File: src/rtl/cswap_pkg.sv
// Shared types and constants for the bit-serial subtractor.
package cswap_pkg;

  localparam int DEF_WIDTH = 4;

  typedef enum logic [1:0] {
    IDLE = 2'd0,
    RUN  = 2'd1,
    DONE = 2'd2
  } state_t;

endpackage

File: src/rtl/cswap_fs.sv
// One-bit full subtractor: d = x - y - bi, bo set when the bit borrows.
module cswap_fs (
  input  logic x,
  input  logic y,
  input  logic bi,
  output logic d,
  output logic bo
);

  assign d  = x ^ y ^ bi;
  assign bo = (~x & y) | (~(x ^ y) & bi);

endmodule

File: src/rtl/cswap_serial_sub.sv
// Bit-serial unsigned subtractor (LSB first, one bit per clock) with valid/ready handshakes.
// Optional signed-overflow output enabled by defining CSWAP_SUB_OVERFLOW_EN.
module cswap_serial_sub
  import cswap_pkg::*;
#(
  parameter int width = DEF_WIDTH
) (
  input  logic             clk,
  input  logic             rst,
  input  logic             in_valid,
  output logic             in_ready,
  input  logic [width-1:0] a,
  input  logic [width-1:0] b,
  input  logic             bin,
  output logic             out_valid,
  input  logic             out_ready,
  output logic [width-1:0] diff,
  output logic             bout
`ifdef CSWAP_SUB_OVERFLOW_EN
  ,
  output logic             ovf
`endif
);

  localparam int CW = (width > 1) ? $clog2(width) : 1;
  localparam logic [CW-1:0] LAST = CW'(width - 1);

  state_t           state;
  logic [width-1:0] a_sh, b_sh, diff_sh;
  logic [CW-1:0]    cnt;
  logic             borrow;
  logic             d, bo;

  cswap_fs u_fs (
    .x (a_sh[0]),
    .y (b_sh[0]),
    .bi(borrow),
    .d (d),
    .bo(bo)
  );

  // New difference bit enters at the MSB; after width shifts bit 0 sits in the LSB.
  generate
    if (width == 1) begin : g_w1
      assign diff_sh = d;
    end else begin : g_wn
      assign diff_sh = {d, diff[width-1:1]};
    end
  endgenerate

  always_ff @(posedge clk) begin
    if (rst) begin
      state     <= IDLE;
      a_sh      <= '0;
      b_sh      <= '0;
      cnt       <= '0;
      borrow    <= 1'b0;
      diff      <= '0;
      bout      <= 1'b0;
      out_valid <= 1'b0;
      in_ready  <= 1'b1;
`ifdef CSWAP_SUB_OVERFLOW_EN
      ovf       <= 1'b0;
`endif
    end else begin
      case (state)
        IDLE: begin
          if (in_valid) begin
            a_sh     <= a;
            b_sh     <= b;
            borrow   <= bin;
            cnt      <= '0;
            in_ready <= 1'b0;
            state    <= RUN;
          end
        end
        RUN: begin
          a_sh   <= a_sh >> 1;
          b_sh   <= b_sh >> 1;
          borrow <= bo;
          diff   <= diff_sh;
          cnt    <= cnt + 1'b1;
          if (cnt == LAST) begin
            bout      <= bo;
            out_valid <= 1'b1;
            state     <= DONE;
`ifdef CSWAP_SUB_OVERFLOW_EN
            // Signed overflow: borrow into the sign bit differs from borrow out of it.
            ovf       <= borrow ^ bo;
`endif
          end
        end
        DONE: begin
          if (out_ready) begin
            out_valid <= 1'b0;
            in_ready  <= 1'b1;
            state     <= IDLE;
          end
        end
        default: state <= IDLE;
      endcase
    end
  end

endmodule

File: config.mk
export PLATFORM = sky130hd
export DESIGN_NAME = cswap_serial_sub
export DESIGN_NICKNAME = d
export VERILOG_FILES = /design/src/rtl/cswap_pkg.sv /design/src/rtl/cswap_fs.sv /design/src/rtl/cswap_serial_sub.sv
export SDC_FILE = /design/constraint.sdc
export NUM_CORES = 1
export LEC_CHECK = 0
export BUFFER_PORTS_ARGS = -buffer_cell sky130_fd_sc_hd__clkbuf_2
export CAP_MARGIN = 20
export CORE_UTILIZATION = 45
export DETAILED_ROUTE_END_ITERATION = 8
export GPL_ROUTABILITY_DRIVEN = 0
export PLACE_DENSITY = 0.68
export SYNTH_ARGS = -nofsm -noshare
export SYNTH_HDL_FRONTEND = slang
export SYNTH_SLANG_ARGS = --single-unit
export TNS_END_PERCENT = 5
File: constraint.sdc
create_clock -name clk -period 2.9 [get_ports clk]
set_clock_uncertainty 0.15 [all_clocks]
set_input_delay 0.435 -clock clk [delete_from_list [all_inputs] [get_ports clk]]
set_output_delay 0.435 -clock clk [all_outputs]
set_load 0.02 [all_outputs]
==> flow_metrics.env, run 1 <==
export IMPL_rsz0062_at_grt="no"
export IMPL_final_cell_area_um2=1010
export IMPL_antenna_found_initial=0
export IMPL_drt_total_wl_um=1520
export IMPL_synth_nets=104
export IMPL_outcome="finished, final reports clean"
export IMPL_min_path_type="primary input to register"
export IMPL_finalMaxSlewViolations=0
export IMPL_post_cts_buffers=0
export IMPL_core_area_um2=1780
export IMPL_tns_ns=0
export IMPL_first_pass_iters=2
export IMPL_fin_util=0.565
export IMPL_hpwl_um=1080
export IMPL_cp_arrival_ns=1.88
export IMPL_path_cells="and2b_1 -> a21oi_1 -> a311oi_1"
export IMPL_clock_sinks=20
export IMPL_htree_levels=1
export IMPL_vdd_drop_max_mv=0.521
export IMPL_vias=671
export IMPL_yosysTopAreaCell="dfxtp_1"
export IMPL_holdWs_ns=0.289
export IMPL_leakage_uw=0.000424
export IMPL_drc=0
export IMPL_grt_pass1_vias=576
export IMPL_ys_seq_area_frac=0.454
export IMPL_avgSynthCellArea_um2=9.91
export IMPL_power_density_nw_per_um2=597
export IMPL_post_route_min_period_ns=1.81
export IMPL_boundaryPins=20
export IMPL_grt_use_total=0.162
export IMPL_crit_path_start_kind="register"
export IMPL_hold_buffers=0
export IMPL_drive_gt1_frac=0.248
export IMPL_clock_root_buffer="clkbuf_4"
export IMPL_start_util=0.495
export IMPL_cts_resized=0
export IMPL_placed_area_um2=955
export IMPL_die_area_um2=2140
export IMPL_finalCritPeriodShare=0.623
export IMPL_regArea_um2=400
export IMPL_synth_top_cell_area_share=0.454
export IMPL_slew_headroom=0.569
export IMPL_ys_ff_latch=20
export IMPL_cp_slowest_stage_delay_ns=0.75
export IMPL_grt_pass1_wl_um=2420
export IMPL_grt_overflow=0
export IMPL_critical_path_max_fanout=18
export IMPL_finalSetupViolCount=0
export IMPL_max_cap_violations=0
export IMPL_tightestPinTransition_ns=0.646
export IMPL_worst_path_buf_inv=0
export IMPL_finish_net_count=121
export IMPL_cts_tree="done"
export IMPL_fillCellCount=175
export IMPL_drt_iter0_markers=2
export IMPL_critical_path_top_delay_family="flip-flops"
export IMPL_clock_latency_ns=0.31
export IMPL_crit_type="register to register"
export IMPL_finalHoldViolations=0
export IMPL_rows=15
export IMPL_yosys_top_cells_area="dfxtp_1 45%, mux2i_1 11%, nor2_1 6.8%, a211oi_1 6.0%, buf_6 3.8%"
export IMPL_max_clock_freq_ghz=0.553
export IMPL_portBuffers=19
export IMPL_grt_max_degree=21
export IMPL_netlist_area_um2=882
export IMPL_ys_warn_count=0
export IMPL_diodes=0
export IMPL_clockBufferDepth=2
export IMPL_routed_wire_length_per_instance_um=11.7
export IMPL_ys_types=27
export IMPL_cp_required_ns=2.98
export IMPL_fp_dieH_um=46.3
export IMPL_multi_input_area_um2=417
export IMPL_slowest_stage="dfxtp_1"
export IMPL_numCtsBuffers=3
export IMPL_syn2layout_area_growth_pct=14.2
export IMPL_end_kind="register"
export IMPL_antenna_left=0
export IMPL_die_w_um=46.3
export IMPL_vias_per_cell=5.16
export IMPL_syn_inst=89
export IMPL_clk_pin_slew_ns=0.12
[cells by family after synthesis]
group           after synthesis  synth area share
compound gates               22             0.180
buf+inv                      10            0.0738
simple gates                 25             0.142
mux                          10             0.113
fa+ha+maj                     2            0.0369
flops                        20             0.454
[cell type report]
type | count | area share
inverters | 3 | 0.0112
repair buffers | 19 | 0.0944
well taps | 25 | 0.0311
clock inverters | 1 | 0.0298
clock buffers | 3 | 0.0224
multi-input cells | 59 | 0.414
flip-flops and latches | 20 | 0.398
[cell usage after synthesis (all sizes together)]
cell type / count
dfxtp: 20
buf: 5
ha: 1
nor3: 1
nor2b: 1
o21ai: 4
nor3b: 1
a21oi: 5
fa: 1
nand3b: 1
nor4: 1
a211oi: 8
o21bai: 1
o21ba: 1
or4b: 2
a22oi: 1
and2b: 1
mux2i: 10
clkbuf: 2
a311oi: 1
nor2: 16
inv: 3
nand3: 1
a2111oi: 1
[final timing paths]
check,startpoint,cells after the start,to,slack (ns)
setup / recovery,state[0]$_SDFFE_PP0P_,3,bout$_SDFFE_PP0P_,1.09
hold / removal,b[1],3,b_sh[1]$_SDFFE_PP0P_,0.29
setup reg to reg,state[0]$_SDFFE_PP0P_,3,bout$_SDFFE_PP0P_,1.09
hold reg to reg,cnt[0]$_SDFFE_PP0P_,1,cnt[0]$_SDFFE_PP0P_,0.34
[worst reg2reg max path, cell delays in order, from the launching register on]
cell,delay [ns]
dfxtp_1,0.75
and2b_1,0.49
a21oi_1,0.12
a311oi_1,0.23
[through the flow]
stage,total power (µW),setup WS [ns],cells
global placement,382,1.13,126
global route,634,0.967,130
floorplan,368,1.58,89
CTS,614,1.08,130
finish,601,1.09,130
detailed placement,384,1.09,126
[report_power, final]
part           switching [µW]  internal, µW
sequential               14.4           291
clock                    85.2           140
combinational            37.4          33.2
total                     137           464
[registers in the layout, indices dropped and copies added, names as in the netlist]
register and flops:
b_sh 4, borrow 1, a_sh 4, out_valid 1, in_ready 1, diff 4, cnt 2, state 2
bout 1
[cells in the final DEF, fill, tap and decap left out, types with 2 or more instances in the layout]
cell type  count
a211oi_1       7
a21oi_1        5
clkbuf_2      19
clkbuf_4       3
dfxtp_1       20
inv_1          3
mux2i_1       10
nor2_1        16
o21ai_0        4
or4b_1         2
[routing by layer]
| layer | vias to the layer above | routed length [µm] | track usage |
|---|---|---|---|
| met4 | 0 | 0 | 0.0529 |
| li1 | 350 | - | - |
| met2 | 13 | 733 | 0.256 |
| met3 | 0 | 54 | 0.0588 |
| met1 | 308 | 733 | 0.201 |
| met5 | - | 0 | 0 |
No activity file was read; power rests on OpenSTA's default activity.
==> inputs of run 2 (changes only) <==
==> constraint.sdc (replaced) <==
create_clock -name clk -period 1.9 [get_ports clk]
set_clock_uncertainty 0.15 [all_clocks]
set_input_delay 0.285 -clock clk [delete_from_list [all_inputs] [get_ports clk]]
set_output_delay 0.285 -clock clk [all_outputs]
set_load 0.02 [all_outputs]
==> flow_metrics.env, run 2 (synthesized netlist as in run 1, its figures left out) <==
export IMPL_htree_levels=1
export IMPL_tns_ns=0
export IMPL_post_route_min_period_ns=1.54
export IMPL_cp_slowest_stage_delay_ns=0.51
export IMPL_finish_net_count=122
export IMPL_final_common_cell="dfxtp_1"
export IMPL_cp_arrival_ns=1.60
export IMPL_finalHoldViolations=0
export IMPL_syn2layout_area_growth_pct=13.2
export IMPL_power_frac_comb=0.139
export IMPL_power_density_nw_per_um2=817
export IMPL_die_w_um=46.3
export IMPL_grt_overflow=0
export IMPL_drc=0
export IMPL_hpwl_um=1040
export IMPL_tightestPinTransition_ns=0.427
export IMPL_finalMaxSlewViolations=0
export IMPL_leakage_uw=0.000422
export IMPL_crit_path_start_kind="register"
export IMPL_clock_latency_ns=0.30
export IMPL_antenna_found_initial=0
export IMPL_min_path_type="primary input to register"
export IMPL_worstHoldPathCells=3
export IMPL_clockBufferDepth=2
export IMPL_vias=666
export IMPL_grt_pass1_vias=517
export IMPL_p_sw_frac=0.248
export IMPL_reg_top3="a_sh (4), b_sh (4), diff (4)"
export IMPL_die_area_um2=2140
export IMPL_antenna_left=0
export IMPL_worstReg2RegStart="state[0]$_SDFFE_PP0P_"
export IMPL_post_cts_buffers=0
export IMPL_holdPathEnd="in_ready$_SDFFE_PP1P_"
export IMPL_clk_pin_slew_ns=0.10
export IMPL_reg2reg_to="bout$_SDFFE_PP0P_"
export IMPL_crit_type="register to register"
export IMPL_clock_root_buffer="clkbuf_4"
export IMPL_core_area_um2=1780
export IMPL_routed_wire_length_per_instance_um=11.2
export IMPL_first_pass_iters=2
export IMPL_end_kind="register"
export IMPL_grt_max_degree=21
export IMPL_max_clock_freq_ghz=0.650
export IMPL_max_cap_violations=0
export IMPL_fp_dieH_um=46.3
export IMPL_cts_tree="done"
export IMPL_critical_path_max_fanout=10
export IMPL_finalCritPeriodShare=0.810
export IMPL_grt_use_total=0.153
export IMPL_finalSetupViolCount=0
export IMPL_slew_headroom=0.713
export IMPL_mostFrequentLayoutCells="20 x dfxtp_1, 19 x clkbuf_2, 16 x nor2_1"
export IMPL_path_cells="and2b_1 -> a21oi_1 -> a311oi_1"
export IMPL_start_util=0.495
export IMPL_cp_required_ns=1.96
export IMPL_pwr_share_seq=0.566
export IMPL_boundaryPins=20
export IMPL_outcome="finished, final reports clean"
export IMPL_p_clk_frac=0.295
export IMPL_vdd_drop_max_mv=0.528
export IMPL_drt_iter0_markers=2
export IMPL_vias_per_cell=5.08
export IMPL_r2r_setup_slack_ns=0.36
export IMPL_hold_buffers=0
export IMPL_power_switching_uw=202
export IMPL_portBuffers=19
export IMPL_grt_pass1_wl_um=2240
export IMPL_numCtsBuffers=3
export IMPL_clock_sinks=20
export IMPL_rsz0062_at_grt="no"
export IMPL_cts_resized=0
export IMPL_rows=15
export IMPL_intPower_uw=614
export IMPL_r2r_cells=3
export IMPL_min_delay_start="out_ready"
export IMPL_drt_total_wl_um=1470
export IMPL_total_power_uw=816
export IMPL_drive_gt1_frac=0.255
export IMPL_diodes=0
export IMPL_slowest_stage="dfxtp_1"
run 2: stage by stage:
| stage | cell area (µm²) | hold WS, ns | std cells | utilization | setup WS (ns) |
|---|---|---|---|---|---|
| floorplan | 882 | 0.303 | 89 | - | 0.576 |
| global placement | 962 | 0.319 | 127 | 0.540 | 0.418 |
| detailed placement | 962 | 0.327 | 127 | 0.540 | 0.380 |
| CTS | 998 | 0.127 | 131 | 0.560 | 0.354 |
| global route | 998 | 0.140 | 131 | 0.560 | 0.256 |
| finish | 998 | 0.135 | 131 | 0.560 | 0.362 |
run 2: layout make-up:
class	count	area, µm²
multi-input cells	59	417
repair buffers	20	103
well taps	25	31.3
flip-flops and latches	20	400
clock buffers	4	36.3
fillers	181	785
inverters	3	11.3
run 2: how the worst max path moves through the flow:
stage                                from                  end
floorplan            b_sh[0]$_SDFFE_PP0P_  borrow$_SDFFE_PP0P_
global placement    state[0]$_SDFFE_PP0P_    bout$_SDFFE_PP0P_
detailed placement  state[0]$_SDFFE_PP0P_    bout$_SDFFE_PP0P_
global route        state[0]$_SDFFE_PP0P_    bout$_SDFFE_PP0P_
finish              state[0]$_SDFFE_PP0P_    bout$_SDFFE_PP0P_
CTS                 state[0]$_SDFFE_PP0P_    bout$_SDFFE_PP0P_
run 2: routing by layer:
layer  share of wire  track usage
met1            0.47        0.191
met2            0.46        0.223
met3           0.048       0.0588
met4           0.023       0.0882
met5               0            0
run 2: worst max-delay path: cells and delay by family, from the launching register on:
family,cells,cell delay [ns]
AOI/OAI and AO/OA,2,0.36
DFF,1,0.51
and+or+nand+nor,1,0.44
run 2: power groups by stage:
| stage | Sequential (µW) | Combinational [µW] | Clock (µW) |
|---|---|---|---|
| final | 462 | 113 | 240 |
| after global routing | 466 | 126 | 269 |
| after CTS | 463 | 115 | 253 |
| after detailed placement | 472 | 115 | 0 |
| after global placement | 472 | 113 | 0 |
| after floorplan | 473 | 88.1 | 0 |
